$ cat src/rtl/tdc_multichan_stamper_pkg.sv
// Shared TDC definitions: width derivations and the output word layout.
//
// Output word layout, MSB to LSB:
//   { channel [CH_W-1:0], coarse [COARSE_W-1:0], fine [FINE_W-1:0] }
// The *_lsb_f helpers give the bit offset of each field in that word.
package tdc_multichan_stamper_pkg;

  // A fine code counts set taps, so it must represent 0 .. NUM_TAPS inclusive.
  function automatic int fine_w_f(input int num_taps);
    return $clog2(num_taps + 32'sd1);
  endfunction

  // A single-channel build still carries a one-bit channel field.
  function automatic int ch_w_f(input int num_ch);
    return (num_ch > 32'sd1) ? $clog2(num_ch) : 32'sd1;
  endfunction

  function automatic int word_w_f(input int ch_w, input int coarse_w, input int fine_w);
    return ch_w + coarse_w + fine_w;
  endfunction

  function automatic int fine_lsb_f();
    return 32'sd0;
  endfunction

  function automatic int coarse_lsb_f(input int fine_w);
    return fine_w;
  endfunction

  function automatic int ch_lsb_f(input int coarse_w, input int fine_w);
    return coarse_w + fine_w;
  endfunction

endpackage

$ cat src/rtl/tdc_thermo_encoder.sv
// Bubble-tolerant thermometer encoder for one delay line.
// The fine code is the population count of the tap snapshot, so a stray
// zero (bubble) inside the thermometer costs one LSB instead of
// corrupting the code. The result register loads only on the capture
// strobe, which lets it act as the fine half of the channel's pending slot.
//
// Ports:
//   clk   - clock, rising edge
//   rst_n - asynchronous active-low reset
//   load  - capture strobe; the register keeps its value while low
//   taps  - delay-line snapshot
//   fine  - registered popcount of the last loaded snapshot
module tdc_thermo_encoder
  import tdc_multichan_stamper_pkg::*;
#(
  parameter int NUM_TAPS = 32'sd64,
  parameter int FINE_W   = fine_w_f(NUM_TAPS)
) (
  input  logic                clk,
  input  logic                rst_n,
  input  logic                load,
  input  logic [NUM_TAPS-1:0] taps,
  output logic [FINE_W-1:0]   fine
);

  logic [FINE_W-1:0] count_s;
  logic [FINE_W-1:0] fine_r;

  // Population count of the snapshot.
  always_comb begin
    count_s = {FINE_W{1'b0}};
    for (int i = 0; i < NUM_TAPS; i++) begin
      count_s = count_s + FINE_W'(taps[i]);
    end
  end

  // Fine-code register, loaded only when the channel captures a hit.
  always_ff @(posedge clk or negedge rst_n) begin
    if (!rst_n) begin
      fine_r <= {FINE_W{1'b0}};
    end else if (load) begin
      fine_r <= count_s;
    end else begin
      fine_r <= fine_r;
    end
  end

  assign fine = fine_r;

endmodule

$ cat src/rtl/tdc_multichan_stamper.sv
// Multi-channel TDC time stamper.
// Each channel detects rising edges of its (already synchronised) hit
// level. An edge captures the coarse counter and the channel's delay-line
// snapshot into a one-entry pending slot. Pending slots are granted
// round-robin, one per cycle, into a first-word-fall-through output FIFO.
// An edge arriving while its channel's slot is still occupied is dropped
// and reported through the sticky overflow flag.
//
// Ports:
//   iClk      - clock, all state on rising edge
//   iRst_n    - asynchronous active-low reset
//   iEnable   - stamping enable (coarse count and edge capture)
//   iHit      - per-channel hit levels
//   iTaps     - per-channel delay-line snapshots, channel c at [c*NUM_TAPS +: NUM_TAPS]
//   oValid    - output word available
//   iReady    - consumer accepts the output word
//   oChannel  - channel of the output word
//   oCoarse   - coarse timestamp of the output word
//   oFine     - fine timestamp (tap popcount) of the output word
//   oOverflow - sticky: at least one hit was lost
//   iClrOvf   - synchronous clear of oOverflow (loses to a same-cycle loss)
//
// FIFO_DEPTH is assumed to be a power of two and at least 2 so the
// pointers wrap naturally.
module tdc_multichan_stamper
  import tdc_multichan_stamper_pkg::*;
#(
  parameter  int NUM_CH     = 32'sd4,
  parameter  int NUM_TAPS   = 32'sd64,
  parameter  int COARSE_W   = 32'sd16,
  parameter  int FIFO_DEPTH = 32'sd8,
  localparam int FINE_W     = fine_w_f(NUM_TAPS),
  localparam int CH_W       = ch_w_f(NUM_CH)
) (
  input  logic                         iClk,
  input  logic                         iRst_n,
  input  logic                         iEnable,
  input  logic [NUM_CH-1:0]            iHit,
  input  logic [NUM_CH*NUM_TAPS-1:0]   iTaps,
  output logic                         oValid,
  input  logic                         iReady,
  output logic [CH_W-1:0]              oChannel,
  output logic [COARSE_W-1:0]          oCoarse,
  output logic [FINE_W-1:0]            oFine,
  output logic                         oOverflow,
  input  logic                         iClrOvf
);

  localparam int WORD_W = word_w_f(CH_W, COARSE_W, FINE_W);
  localparam int ADDR_W = $clog2(FIFO_DEPTH);
  localparam int CNT_W  = ADDR_W + 32'sd1;

  logic [COARSE_W-1:0] coarse_r;
  logic [NUM_CH-1:0]   hit_prev_r;
  logic [NUM_CH-1:0]   pend_vld_r;
  logic [COARSE_W-1:0] pend_coarse_r [NUM_CH];
  logic [FINE_W-1:0]   fine_s [NUM_CH];
  logic [NUM_CH-1:0]   edge_s;
  logic [NUM_CH-1:0]   free_s;
  logic [NUM_CH-1:0]   cap_s;
  logic                ovf_evt_s;
  logic                ovf_r;

  logic [CH_W-1:0]     rr_start_r;
  logic [CH_W-1:0]     rr_next_s;
  logic [CH_W-1:0]     grant_ch_s;
  logic                grant_vld_s;

  logic [WORD_W-1:0]   mem_r [FIFO_DEPTH];
  logic [ADDR_W-1:0]   wr_ptr_r;
  logic [ADDR_W-1:0]   rd_ptr_r;
  logic [ADDR_W-1:0]   rd_ptr_next_s;
  logic [CNT_W-1:0]    count_r;
  logic [CNT_W-1:0]    count_next_s;
  logic                full_s;
  logic                push_s;
  logic                pop_s;
  logic [WORD_W-1:0]   push_word_s;
  logic [WORD_W-1:0]   head_next_s;
  logic [WORD_W-1:0]   head_r;
  logic                valid_r;

  // One encoder per channel; its register doubles as the slot's fine field.
  for (genvar c = 0; c < NUM_CH; c++) begin : g_enc
    tdc_thermo_encoder #(
      .NUM_TAPS (NUM_TAPS),
      .FINE_W   (FINE_W)
    ) u_enc (
      .clk   (iClk),
      .rst_n (iRst_n),
      .load  (cap_s[c]),
      .taps  (iTaps[c*NUM_TAPS +: NUM_TAPS]),
      .fine  (fine_s[c])
    );
  end

  // Round-robin search over occupied slots, starting after the last grant.
  always_comb begin
    logic [CH_W-1:0] idx;
    grant_vld_s = 1'b0;
    grant_ch_s  = {CH_W{1'b0}};
    for (int k = 0; k < NUM_CH; k++) begin
      idx = CH_W'((int'(rr_start_r) + k) % NUM_CH);
      if (!grant_vld_s && pend_vld_r[idx]) begin
        grant_vld_s = 1'b1;
        grant_ch_s  = idx;
      end else begin
        grant_vld_s = grant_vld_s;
      end
    end
  end

  // Push/pop decisions, slot capture/free and the overflow event.
  always_comb begin
    full_s        = (count_r == CNT_W'(FIFO_DEPTH));
    pop_s         = valid_r & iReady;
    // A full FIFO still takes a push when the head leaves in the same cycle.
    push_s        = grant_vld_s & (~full_s | pop_s);
    edge_s        = {NUM_CH{iEnable}} & iHit & ~hit_prev_r;
    free_s        = {NUM_CH{1'b0}};
    for (int c = 0; c < NUM_CH; c++) begin
      free_s[c] = push_s & (grant_ch_s == CH_W'(c));
    end
    // A slot leaving this cycle may be refilled by a new edge at once.
    cap_s         = edge_s & (~pend_vld_r | free_s);
    ovf_evt_s     = |(edge_s & pend_vld_r & ~free_s);
    push_word_s   = {grant_ch_s, pend_coarse_r[grant_ch_s], fine_s[grant_ch_s]};
    count_next_s  = count_r + CNT_W'(push_s) - CNT_W'(pop_s);
    rd_ptr_next_s = rd_ptr_r + ADDR_W'(pop_s);
    if (grant_ch_s == CH_W'(NUM_CH - 1)) begin
      rr_next_s = {CH_W{1'b0}};
    end else begin
      rr_next_s = grant_ch_s + CH_W'(1'b1);
    end
  end

  // Next head word. When the FIFO would otherwise be empty after the pop,
  // the word being pushed this cycle becomes the head directly.
  always_comb begin
    if (count_next_s == {CNT_W{1'b0}}) begin
      head_next_s = {WORD_W{1'b0}};
    end else if ((count_r - CNT_W'(pop_s)) == {CNT_W{1'b0}}) begin
      head_next_s = push_word_s;
    end else begin
      head_next_s = mem_r[rd_ptr_next_s];
    end
  end

  // Coarse counter and previous-hit history.
  always_ff @(posedge iClk or negedge iRst_n) begin
    if (!iRst_n) begin
      coarse_r   <= {COARSE_W{1'b0}};
      hit_prev_r <= {NUM_CH{1'b0}};
    end else begin
      hit_prev_r <= iHit;
      if (iEnable) begin
        coarse_r <= coarse_r + COARSE_W'(1'b1);
      end else begin
        coarse_r <= coarse_r;
      end
    end
  end

  // Pending slots: capture on edge, release when granted.
  always_ff @(posedge iClk or negedge iRst_n) begin
    if (!iRst_n) begin
      pend_vld_r <= {NUM_CH{1'b0}};
      for (int c = 0; c < NUM_CH; c++) begin
        pend_coarse_r[c] <= {COARSE_W{1'b0}};
      end
    end else begin
      for (int c = 0; c < NUM_CH; c++) begin
        if (cap_s[c]) begin
          pend_vld_r[c]    <= 1'b1;
          pend_coarse_r[c] <= coarse_r;
        end else if (free_s[c]) begin
          pend_vld_r[c]    <= 1'b0;
        end else begin
          pend_vld_r[c]    <= pend_vld_r[c];
        end
      end
    end
  end

  // Round-robin pointer and sticky overflow flag.
  always_ff @(posedge iClk or negedge iRst_n) begin
    if (!iRst_n) begin
      rr_start_r <= {CH_W{1'b0}};
      ovf_r      <= 1'b0;
    end else begin
      if (push_s) begin
        rr_start_r <= rr_next_s;
      end else begin
        rr_start_r <= rr_start_r;
      end
      if (ovf_evt_s) begin
        ovf_r <= 1'b1;
      end else if (iClrOvf) begin
        ovf_r <= 1'b0;
      end else begin
        ovf_r <= ovf_r;
      end
    end
  end

  // FIFO storage; contents are never observed while the FIFO is empty.
  always_ff @(posedge iClk) begin
    if (push_s) begin
      mem_r[wr_ptr_r] <= push_word_s;
    end
  end

  // FIFO pointers, occupancy and the registered head word.
  always_ff @(posedge iClk or negedge iRst_n) begin
    if (!iRst_n) begin
      wr_ptr_r <= {ADDR_W{1'b0}};
      rd_ptr_r <= {ADDR_W{1'b0}};
      count_r  <= {CNT_W{1'b0}};
      valid_r  <= 1'b0;
      head_r   <= {WORD_W{1'b0}};
    end else begin
      wr_ptr_r <= wr_ptr_r + ADDR_W'(push_s);
      rd_ptr_r <= rd_ptr_next_s;
      count_r  <= count_next_s;
      valid_r  <= (count_next_s != {CNT_W{1'b0}});
      head_r   <= head_next_s;
    end
  end

  assign oValid    = valid_r;
  assign oChannel  = head_r[ch_lsb_f(COARSE_W, FINE_W) +: CH_W];
  assign oCoarse   = head_r[coarse_lsb_f(FINE_W) +: COARSE_W];
  assign oFine     = head_r[fine_lsb_f() +: FINE_W];
  assign oOverflow = ovf_r;

endmodule

$ cat config.mk
export PLATFORM = sky130hd
export DESIGN_NAME = tdc_multichan_stamper
export DESIGN_NICKNAME = d
export VERILOG_FILES = /design/src/rtl/tdc_multichan_stamper_pkg.sv /design/src/rtl/tdc_thermo_encoder.sv /design/src/rtl/tdc_multichan_stamper.sv
export SDC_FILE = /design/constraint.sdc
export NUM_CORES = 1
export LEC_CHECK = 0
export BUFFER_PORTS_ARGS = -buffer_cell sky130_fd_sc_hd__buf_2
export CORE_ASPECT_RATIO = 0.8
export CORE_MARGIN = 1.5
export CORE_UTILIZATION = 50
export DETAILED_ROUTE_END_ITERATION = 6
export PLACE_DENSITY = 0.75
export SLEW_MARGIN = 5
export SYNTH_ARGS = -nofsm -noshare
export SYNTH_HDL_FRONTEND = slang
export SYNTH_HIERARCHICAL = 1
export SYNTH_SLANG_ARGS = --single-unit
$ cat constraint.sdc
create_clock -name iClk -period 11.6 [get_ports iClk]
set_input_delay 0.58 -clock iClk [delete_from_list [all_inputs] [get_ports iClk]]
set_output_delay 0.58 -clock iClk [all_outputs]
set_load 0.05 [all_outputs]
# Word level (Yosys, flattened, before mapping)
# Memory sizes are Yosys's and may differ from the RTL's.
# Cells that the tools add are included.
totals:
  ramBits: 200
  ff_bits: 155
  output_inout_bits: 27
  mem_count: 1
  input_bits: 265
  word_cells: 364
classes:
  add_sub_neg: 262
  eq_ne: 4
  muxes: 37
  magnitude_cmp: 5
  reduce_logical: 16
  bitwise_logic: 18
mem_list:
  columns: ["memory", "words", "word_bits", "rd", "rd_clocked_by_memory_dff", "write_ports", "line", "text"]
  rows:
  - ["mem_r", 8, 25, 1, 0, 1, "tdc_multichan_stamper.sv:69", "logic [WORD_W-1:0] mem_r [FIFO_DEPTH];"]
ops:
  columns: ["operator", "n"]
  rows:
  - ["$add A7 B1 Y7", 248]
  - ["$mux W25", 2]
  - ["$bmux W16 S2", 1]
  - ["$mux W16", 2]
  - ["$and A4 B4 Y4", 5]
  - ["$mux W1", 20]
  - ["$add A16 B1 Y16 const B", 1]
  - ["$bmux W7 S2", 1]
  - ["$mux W7", 2]
  - ["$lt A2 B3 Y1 const B", 4]
  - ["$not A4 Y4", 3]
  - ["$mux W2", 5]
  - ["$reduce_bool A2 Y1", 5]
  - ["$add A1 B1 Y2", 4]
  - ["$bmux W1 S2", 4]
  - ["$logic_not A4 Y1", 2]
  - ["$sub A4 B1 Y4", 2]
  - ["$add A3 B1 Y3", 2]
  - ["$and A1 B1 Y1", 6]
  - ["$add A2 B1 Y2 const B", 2]
  - ["$add A2 B2 Y2 const B", 2]
  - ["$add A4 B1 Y4", 1]
  - ["$eq A2 B2 Y1 const B", 2]
  - ["$eq A4 B4 Y1 const B", 1]
  - ["11 further kinds", 15]

# Logic depth before layout (Yosys ltp)
# Gate-level depths: netlist of run 1.
logic_depth:
  depth_word: 63
  mapped_depth: 20
  depth_no_buf: 20

# Cells and area by module
# The synthesis of run 1 kept the hierarchy.
modules_own_cells:
  columns: ["mod", "area_per_inst_um2", "seq_area_each_um2", "cells_each", "instances"]
  rows:
  - ["tdc_multichan_stamper", 13729.4, 9183.8, 764, 1]
  - ["tdc_thermo_encoder", 1985.7, 175.2, 191, 4]

# Least setup slack after synthesis of run 1
# Ideal clock, no wire load.
synth_path:
  path_type: "input to register"
  startpoint: "input iTaps[187]"
  endpoint: "register g_enc[2].u_enc.fine_r[4]"
  t_arrival_ps: 5994
  required_ps: 11460
  stages: 19
  path_buffers: 0
  path_slack_ps: 5466
  setup_ps: 140
  cell_sequence: "inv_1 fa_1 fa_1 inv_1 fa_1 inv_1 fa_1 inv_1 fa_1 inv_1 fa_1 fa_1 fa_1 inv_1 ha_1 fa_1 a21o_2 a2111oi_0 a211oi_1"
synth_via:
  elab_chain_len: 5
synth_lines:
  columns: ["element", "line", "text"]
  rows:
  - ["start, declared", "tdc_multichan_stamper.sv:39", "input logic [NUM_CH*NUM_TAPS-1:0] iTaps,"]
  - ["$add A7 B1 Y7 (5 in series)", "tdc_thermo_encoder.sv:33", "count_s = count_s + FINE_W'(taps[i]);"]
  - ["end signal, assigned", "tdc_thermo_encoder.sv:40", "fine_r <= {FINE_W{1'b0}};"]
  - ["end signal, assigned", "tdc_thermo_encoder.sv:42", "fine_r <= count_s;"]
  - ["end signal, assigned", "tdc_thermo_encoder.sv:44", "fine_r <= fine_r;"]
  - ["end, declared", "tdc_thermo_encoder.sv:27", "logic [FINE_W-1:0] fine_r;"]
# Every way passes these cells.
# A chain may end at the register's enable or synchronous reset.

# Worst setup path after layout of run 1
# Ends and elaborated chain as after synthesis.

==> impl_results.md, run 1 <==
- WL final: approximately 45000 um
- Synth-to-layout area growth: 14.5%
- Max FO, Critical Path: 3
- Clk buf depth: 3
- Row count: between 60 and 70
- Hold Vio Cnt, Final: 0
- Critical path, cell by cell: buf_2 > inv_1 > fa_1 > fa_1 > inv_1 > fa_1 > inv_1 > fa_1 > inv_1 > fa_1 > inv_1 > fa_1 > fa_1 > fa_1 > inv_1 > ha_1 > fa_1 > a21o_2 > a2111oi_0 > a211oi_1
- Global route hottest layer: met2
- Area of the multi-input gates: 10200 um2
- Async S/R FF share, synth: a little over two fifths
- CTS root buffer: clkbuf_16
- Clk slew on worst S/H paths: approximately 0.070 ns
- Input/output buffers: approximately 290
- Sequential fraction of the synthesis area: 45.6%
- CP max stage delay: between 0.5 and 0.6 ns
- Vias/cell: 5.29
- Seq. cell area: slightly below 10000 um2
- Synth unique cells: 65
- Vias: approximately 13000
- RD Place Congestion: between 0.8 and 0.9
- EDFF count, synth: 200
- Routed length per placed instance: roughly 19 um
- RSZ-0062 raised after global routing: no
- Met2 GRT Util: ~34%
- Cts hold-fix bufs: 0
- Total gr overflow: 0
- CTS tree: built
- Avg Inst Size Synth: around 14 um2
- Die area: roughly 45000 um2
- First-pass GRT wire length: between 70000 and 80000 um
- Post-Synthesis Cell Area: approximately 22000 um2
- Share of layout cells above drive strength 1: a little over a quarter
- Sink Count: approximately 360
- #FFs+latches synth: 355
- Met1 GRT Util: a little under a third
- Post-DP HPWL: 32700 um
- Crit path DAT: ~6.4 ns
- CP Class: in -> reg
- Routed Antenna Nets: 0
- GRT Resource Usage Total: 20.7%
- CP Launch Type: input port
- Initial DRT Pass Iterations: 5
- Core area: about 43000 um2
- Yosys warns: 6
- Net Count, Synth: ~2100
- F_max: between 150 and 200 MHz
- Max-slew violations: 0
- Vias in the first global route: 13400
- Slowest cell on crit path: fa_1
- Nets@finish: ~2400
- Die H: 189 um
- Final setup violation count: 0
- MaxCap Viol Count: 0
- Initial antenna violation count: 3
- Critical path endpoint category: flop
- Synthesized netlist cell count: 1528
- GR Layer Usage met3: between 2 and 3%
- Flop2flop setup slack: 7.74 ns
- Layout fillers: 3383
- Total CTS buffers: 31
- Period utilization: 51.7%
- CP most frequent cell: fa_1
- Clock Skews: about 0.010 ns
- Initial core utilization: between 50% and 60%
- Slew @ Worst Pin: around 1.0 ns
- Die outline width: about 240 um
- Relative slew margins: 30.0%
- H-tree depth: 1
- Initial DRC count: around 860
- Status: completed
- Setup Fix Bufs, Post-CTS: 0
- Drt drc: 0
- Clk_lat worst skew: between 0.5 and 0.6 ns
- Hold crit path type: in -> async
- PostCTS Resize Cnt: 0
- Pin count of the biggest net entering global routing: 80
- WP data required: 12.03 ns
- Setup TNS: 0 ns
- Tmin final: between 5 and 6 ns
- Top_reg_cell synth: edfxtp_1
- Io pins: 292
## metrics by stage
stage	worst slack [ns]	hold slack (ns)	utilization (%)	cell area [um2]	cells
floorplan	5.47	0.284	-	21700	1528
global placement	5.18	0.488	55.3	23800	2352
detailed placement	5.01	0.494	55.3	23800	2352
CTS	5.61	0.0764	57.7	24800	2410
global route	5.33	0.117	57.7	24800	2411
finish	5.60	0.0569	57.7	24800	2411
## final cells by class
type | count | share of cell area [%]
timing repair buffer | 312 | 6.53
antenna | 1 | 0.0101
clock buffer | 37 | 3.34
clock inverter | 21 | 0.863
tap | 560 | 2.82
sequential | 355 | 39.9
multi-input combinational | 772 | 41.2
inverter | 353 | 5.34
## cell usage after synthesis, drive strengths merged, types with 25 or more instances
cell type  count  area, um2
a22o          27        240
a211oi        33        253
nand2         26       97.6
ha            75        938
mux2          74        833
buf           25        196
mux4          50       1180
edfxtp       200       6010
dfrtp        155       3880
fa           217       4340
mux2i         94        941
inv          353       1330
## cell families (layout without fill, tap and decap cells)
group	after synthesis	count (layout)	synth area share, %
xor+xnor	23	23	0.930
other cells	0	1	0
buf+inv	401	723	7.64
simple gates	115	115	3.11
flops	355	355	45.6
fa+ha+maj	292	292	24.4
mux	218	218	13.6
compound gates	124	124	4.69
## metal layers
metal | wire [um] | up-vias
li1 | - | 5733
met1 | 19900 | 6604
met2 | 22300 | 379
met3 | 2530 | 46
met4 | 578 | 4
met5 | 27 | -
## state kept, by name (all words and copies together), names as in the netlist
register	cells
coarse_r	16
count_r	4
g_enc.u_enc/fine	28
head_r	25
hit_prev_r	4
mem_r	200
oOverflow	1
oValid	1
pend_coarse_r	64
pend_vld_r	4
rd_ptr_r	3
rr_start_r	2
wr_ptr_r	3
## path summary, 6_finish.rpt
check / startpoint / end / cells past startpoint
max: iTaps[187] / g_enc[2].u_enc/fine[4]$_DFFE_PN0P_ / 20
min: iRst_n / rr_start_r[0]$_DFFE_PN0P_ / 1
max reg2reg: rr_start_r[1]$_DFFE_PN0P_ / g_enc[3].u_enc/fine[5]$_DFFE_PN0P_ / 10
min reg2reg: pend_coarse_r[44]$_DFFE_PN0P_ / pend_coarse_r[44]$_DFFE_PN0P_ / 1
max in group asynchronous: iRst_n / pend_coarse_r[17]$_DFFE_PN0P_ / 2
min in group iClk: iHit[1] / hit_prev_r[1]$_DFF_PN0_ / 1
## critical path: cells and delay by family
family	cells	cell delay (ns)
fa+ha+maj	10	4.61
buf+inv	7	0.39
compound gates	3	0.83
## cell usage in the layout (no fill, tap or decap), types with 14 or more instances in the layout
master and count:
a21oi_1 18, nor2_1 14, inv_1 353, mux2_2 73, a22o_1 24, dfrtp_1 155, a211oi_1 32, nand2_1 26
mux4_2 35, buf_2 290, edfxtp_1 200, ha_1 74, clkbuf_16 31, xnor2_1 14, mux2i_1 94, mux4_1 15
buf_4 21, fa_1 217
Power of run 1 is not shown: default switching activity piles up to over one toggle a cycle in this logic, so the estimate is an artifact.
==> run 2: changes to the inputs <==
ABC_AREA = 1   (was default)
clock period = 6.1 ns   (was 11.6 ns; I/O delays follow)
==> run 2 against run 1 <==
Compared with the run above: setup slack worse by 4.8 ns; synthesized cell count grew 44%; final area is 2.8% higher; via count up 23%; register-to-register slack got worse by 6.2 ns; non-clock buffer count decreased by 5; core utilization increased by 0.91 points; die area is 2.5% higher; clock skew increased by 0.010 ns; critical path type unchanged; highest routed layer is now met4.
==> impl_results.md, run 2 <==
- Nets@finish: 3034 (+27%)
- Final setup violation count: 0 (unchanged)
- Largest family of logic cells by synthesized area: adder cells
- Io pins: 292 (unchanged)
- Sequential fraction of the synthesis area: 44.5% (-1.1 points)
- Post-DP HPWL: 34800 um (+6.6%)
- Vias in the first global route: 16500 (+23%)
- CTS root buffer: clkbuf_16
- Commonest non-fill, non-tap cell in the layout: nand2_1
- WP data required: 6.50 ns (-5.53 ns)
- Setup Fix Bufs, Post-CTS: 0 (unchanged)
- Most frequent cells in the layout: 508 x nand2_1, 480 x inv_1, 290 x buf_2
- Reg with most FFs: mem_r
- Pin count of the biggest net entering global routing: 101 (+26%)
- Net Count, Synth: 2764 (+33%)
- Async S/R FF share, synth: 43.7% (unchanged)
- Synth area leader: edfxtp_1
- Row count: 68 (unchanged)
- Relative slew margins: 23.4% (-6.7 points)
- Synth Area in Simple Gates: 12.6% (+9.5 points)
- Period utilization: 86.6%
- Max reg flops: 200 (unchanged)
- CP most frequent cell: fa_1
- Hold path cells: 4
- Total gr overflow: 0 (unchanged)
- F_max: roughly 190 MHz
- Post-Layout Cell Count: 3102 (+29%)
- Crit path DAT: 5.69 ns (-0.74 ns)
- Yosys warns: 6 (unchanged)
- Initial DRC count: 1249 (+46%)
- Post-synthesis mux area share: 0% (-14 points)
- Top_reg_cell synth: edfxtp_1
- Max-slew violations: 0 (unchanged)
- EDFF count, synth: 200 (unchanged)
- CP max stage delay: 0.53 ns (about the same)
- Synth top area share: 27.0% (-0.68 points)
- Most numerous cell in the Yosys netlist: nand2_1
- Post-Synthesis Cell Area: 22200 um2 (+2.5%)
- Synth-to-layout area growth: 14.7%
- Hold crit path type: in -> reg
- Vias: 15700 (+23%)
- Routed Antenna Nets: 0 (unchanged)
- Core area: 43500 um2 (+1.2%)
- Clk slew on worst S/H paths: 0.06 ns (about the same)
- Synthesized netlist cell count: 2207 (+44%)
- Die area: 45700 um2 (+2.5%)
- Placed insts: 3028 (+29%)
- Synth cell count leaders: 508 x nand2_1, 482 x inv_1, 217 x fa_1
- MaxCap Viol Count: 0 (unchanged)
- First-pass GRT wire length: 81700 um (+14%)
- GRT Resource Usage Total: 22.6% (+1.9 points)
- Clk_lat worst skew: 0.54 ns (-0.03 ns)
- Avg Inst Size Synth: 10.1 um2 (-29%)
- RSZ-0062 raised after global routing: no
- Die outline width: 239 um (+1.2%)
- RD Place Congestion: 0.852 (+5.4%)
- Slowest cell on crit path: fa_1
- Hold Vio Cnt, Final: 0 (unchanged)
- Layout fillers: 3587 (+6.0%)
- Drt drc: 0 (unchanged)
- Die H: 192 um (+1.2%)
- Register-to-Register Path Depth: 19 (+9)
- Status: completed
- Tmin final: about 5.3 ns
- CP Launch Type: input port
- Clk buf depth: 3 (unchanged)
- Setup TNS: 0 ns (unchanged)
- #FFs+latches synth: 355 (unchanged)
- CTS tree: built
- Synth unique cells: 39 (-40%)
- Main area contributors after synthesis: edfxtp_1 27%, fa_1 20%, dfrtp_1 17%, nand2_1 8.6%, inv_1 8.1%
- Routed length per placed instance: 16.0 um (-15%)
- Initial antenna violation count: 1 (-2)
- Critical path, cell by cell: buf_2 > fa_1 > inv_1 > fa_1 > inv_1 > fa_1 > inv_1 > fa_1 > inv_1 > fa_1 > inv_1 > fa_1 > fa_1 > fa_1 > inv_1 > ha_1 > fa_1 > nand3_1 > nand3_1 > nand2_1 > o21ai_0
- Initial core utilization: 51.1% (+0.66 points)
- Cell Area, Placed: 24200 um2 (+1.7%)
- Synth Area in XOR/XNOR: 0.710% (-0.22 points)
- Max FO, Critical Path: 3 (unchanged)
- Total CTS buffers: 37 (+19%)
- H-tree depth: 2 (+1)
- Share of layout cells above drive strength 1: 17.3% (-9.9 points)
- Initial DRT Pass Iterations: 5 (unchanged)
- Clock Skews: 0.0204 ns (+0.0103 ns)
- WL final: 49800 um (+9.7%)
- Sink Count: 355 (unchanged)
- Adder-cell share of the synthesized area: 23.8% (-0.60 points)
- Vias/cell: 5.06 (-4.5%)
- Input/output buffers: 291 (unchanged)
- Post-route cell area: 25500 um2 (+2.8%)
- Slew @ Worst Pin: 1.14 ns (+0.0956 ns)
- Compound-gate portion of the synthesized area: 8.18% (+3.5 points)
- Critical path endpoint category: flop
- CP Class: in -> reg
## run 2: cell count changes after synthesis, moves of 32 or more
cell      delta
nand3_1    +101
o21ai_1     +48
mux2_2      -73
o21ai_0     +45
mux4_2      -35
nand2_1    +482
inv_1      +129
a211oi_1    -32
mux2i_1     -94
a21oi_1     +82
## run 2: layout make-up
type                       instances  area [um2]  share of cell area, %
antenna                            1        2.50                0.00982
sequential                       355        9880                   38.8
multi-input combinational       1282       10100                   39.7
timing repair buffer             307        1600                   6.26
clock buffer                      44         972                   3.81
tap                              595         744                   2.92
inverter                         494        1860                   7.29
clock inverter                    24         308                   1.21
## run 2: routing by layer
layer / up-vias / part of all wire, % / GRT usage [%] / wire length, um
li1: 7461 / - / - / -
met1: 7623 / 42 / 29.5 / 20800
met5: - / 0 / 0 / 0
met2: 514 / 49 / 38.8 / 24200
met3: 87 / 6.8 / 3.67 / 3370
met4: 0 / 2.8 / 6.74 / 1390
## run 2: timing repair
action | 4_1_cts | 5_1_grt
endpoints found under the hold margin | 79 | 0
hold buffers | 5 | 0
gates resized for setup | 0 | 0
## run 2: logic make-up after synthesis
family / Yosys count
simple gates: 677
compound gates: 295
fa+ha+maj: 292
buf+inv: 570
flops: 355
xor+xnor: 18
## run 2: final timing paths
| kind | end | slack [ns] | start |
|---|---|---|---|
| worst max-delay path | g_enc[3].u_enc/fine[4]$_DFFE_PN0P_ | 0.82 | iTaps[245] |
| worst min-delay path | g_enc[2].u_enc/fine[0]$_DFFE_PN0P_ | 0.11 | iTaps[130] |
| worst max register to register | head_r[0]$_DFF_PN0_ | 1.51 | rr_start_r[0]$_DFFE_PN0P_ |
| max in group asynchronous | pend_coarse_r[35]$_DFFE_PN0P_ | 4.18 | iRst_n |
| worst min register to register | g_enc[0].u_enc/fine[0]$_DFFE_PN0P_ | 0.48 | g_enc[0].u_enc/fine[0]$_DFFE_PN0P_ |
| min in group asynchronous | hit_prev_r[3]$_DFF_PN0_ | 0.36 | iRst_n |
## run 2: critical path: cells and delay by family
family / cells / cell delay [ns]
fa+ha+maj: 10 / 4.59
buf+inv: 7 / 0.42
simple gates: 3 / 0.30
compound gates: 1 / 0.08
## run 2: metrics by stage
| stage | setup slack (ns) | util [%] | hold slack [ns] |
|---|---|---|---|
| global route | 0.572 | 58.6 | 0.133 |
| floorplan | 0.609 | - | 0.00941 |
| finish | 0.818 | 58.6 | 0.111 |
| detailed placement | 0.251 | 55.6 | 0.421 |
| CTS | 0.793 | 58.6 | 0.102 |
| global placement | 0.330 | 55.6 | 0.401 |
Power of run 2 is left out for the same reason.
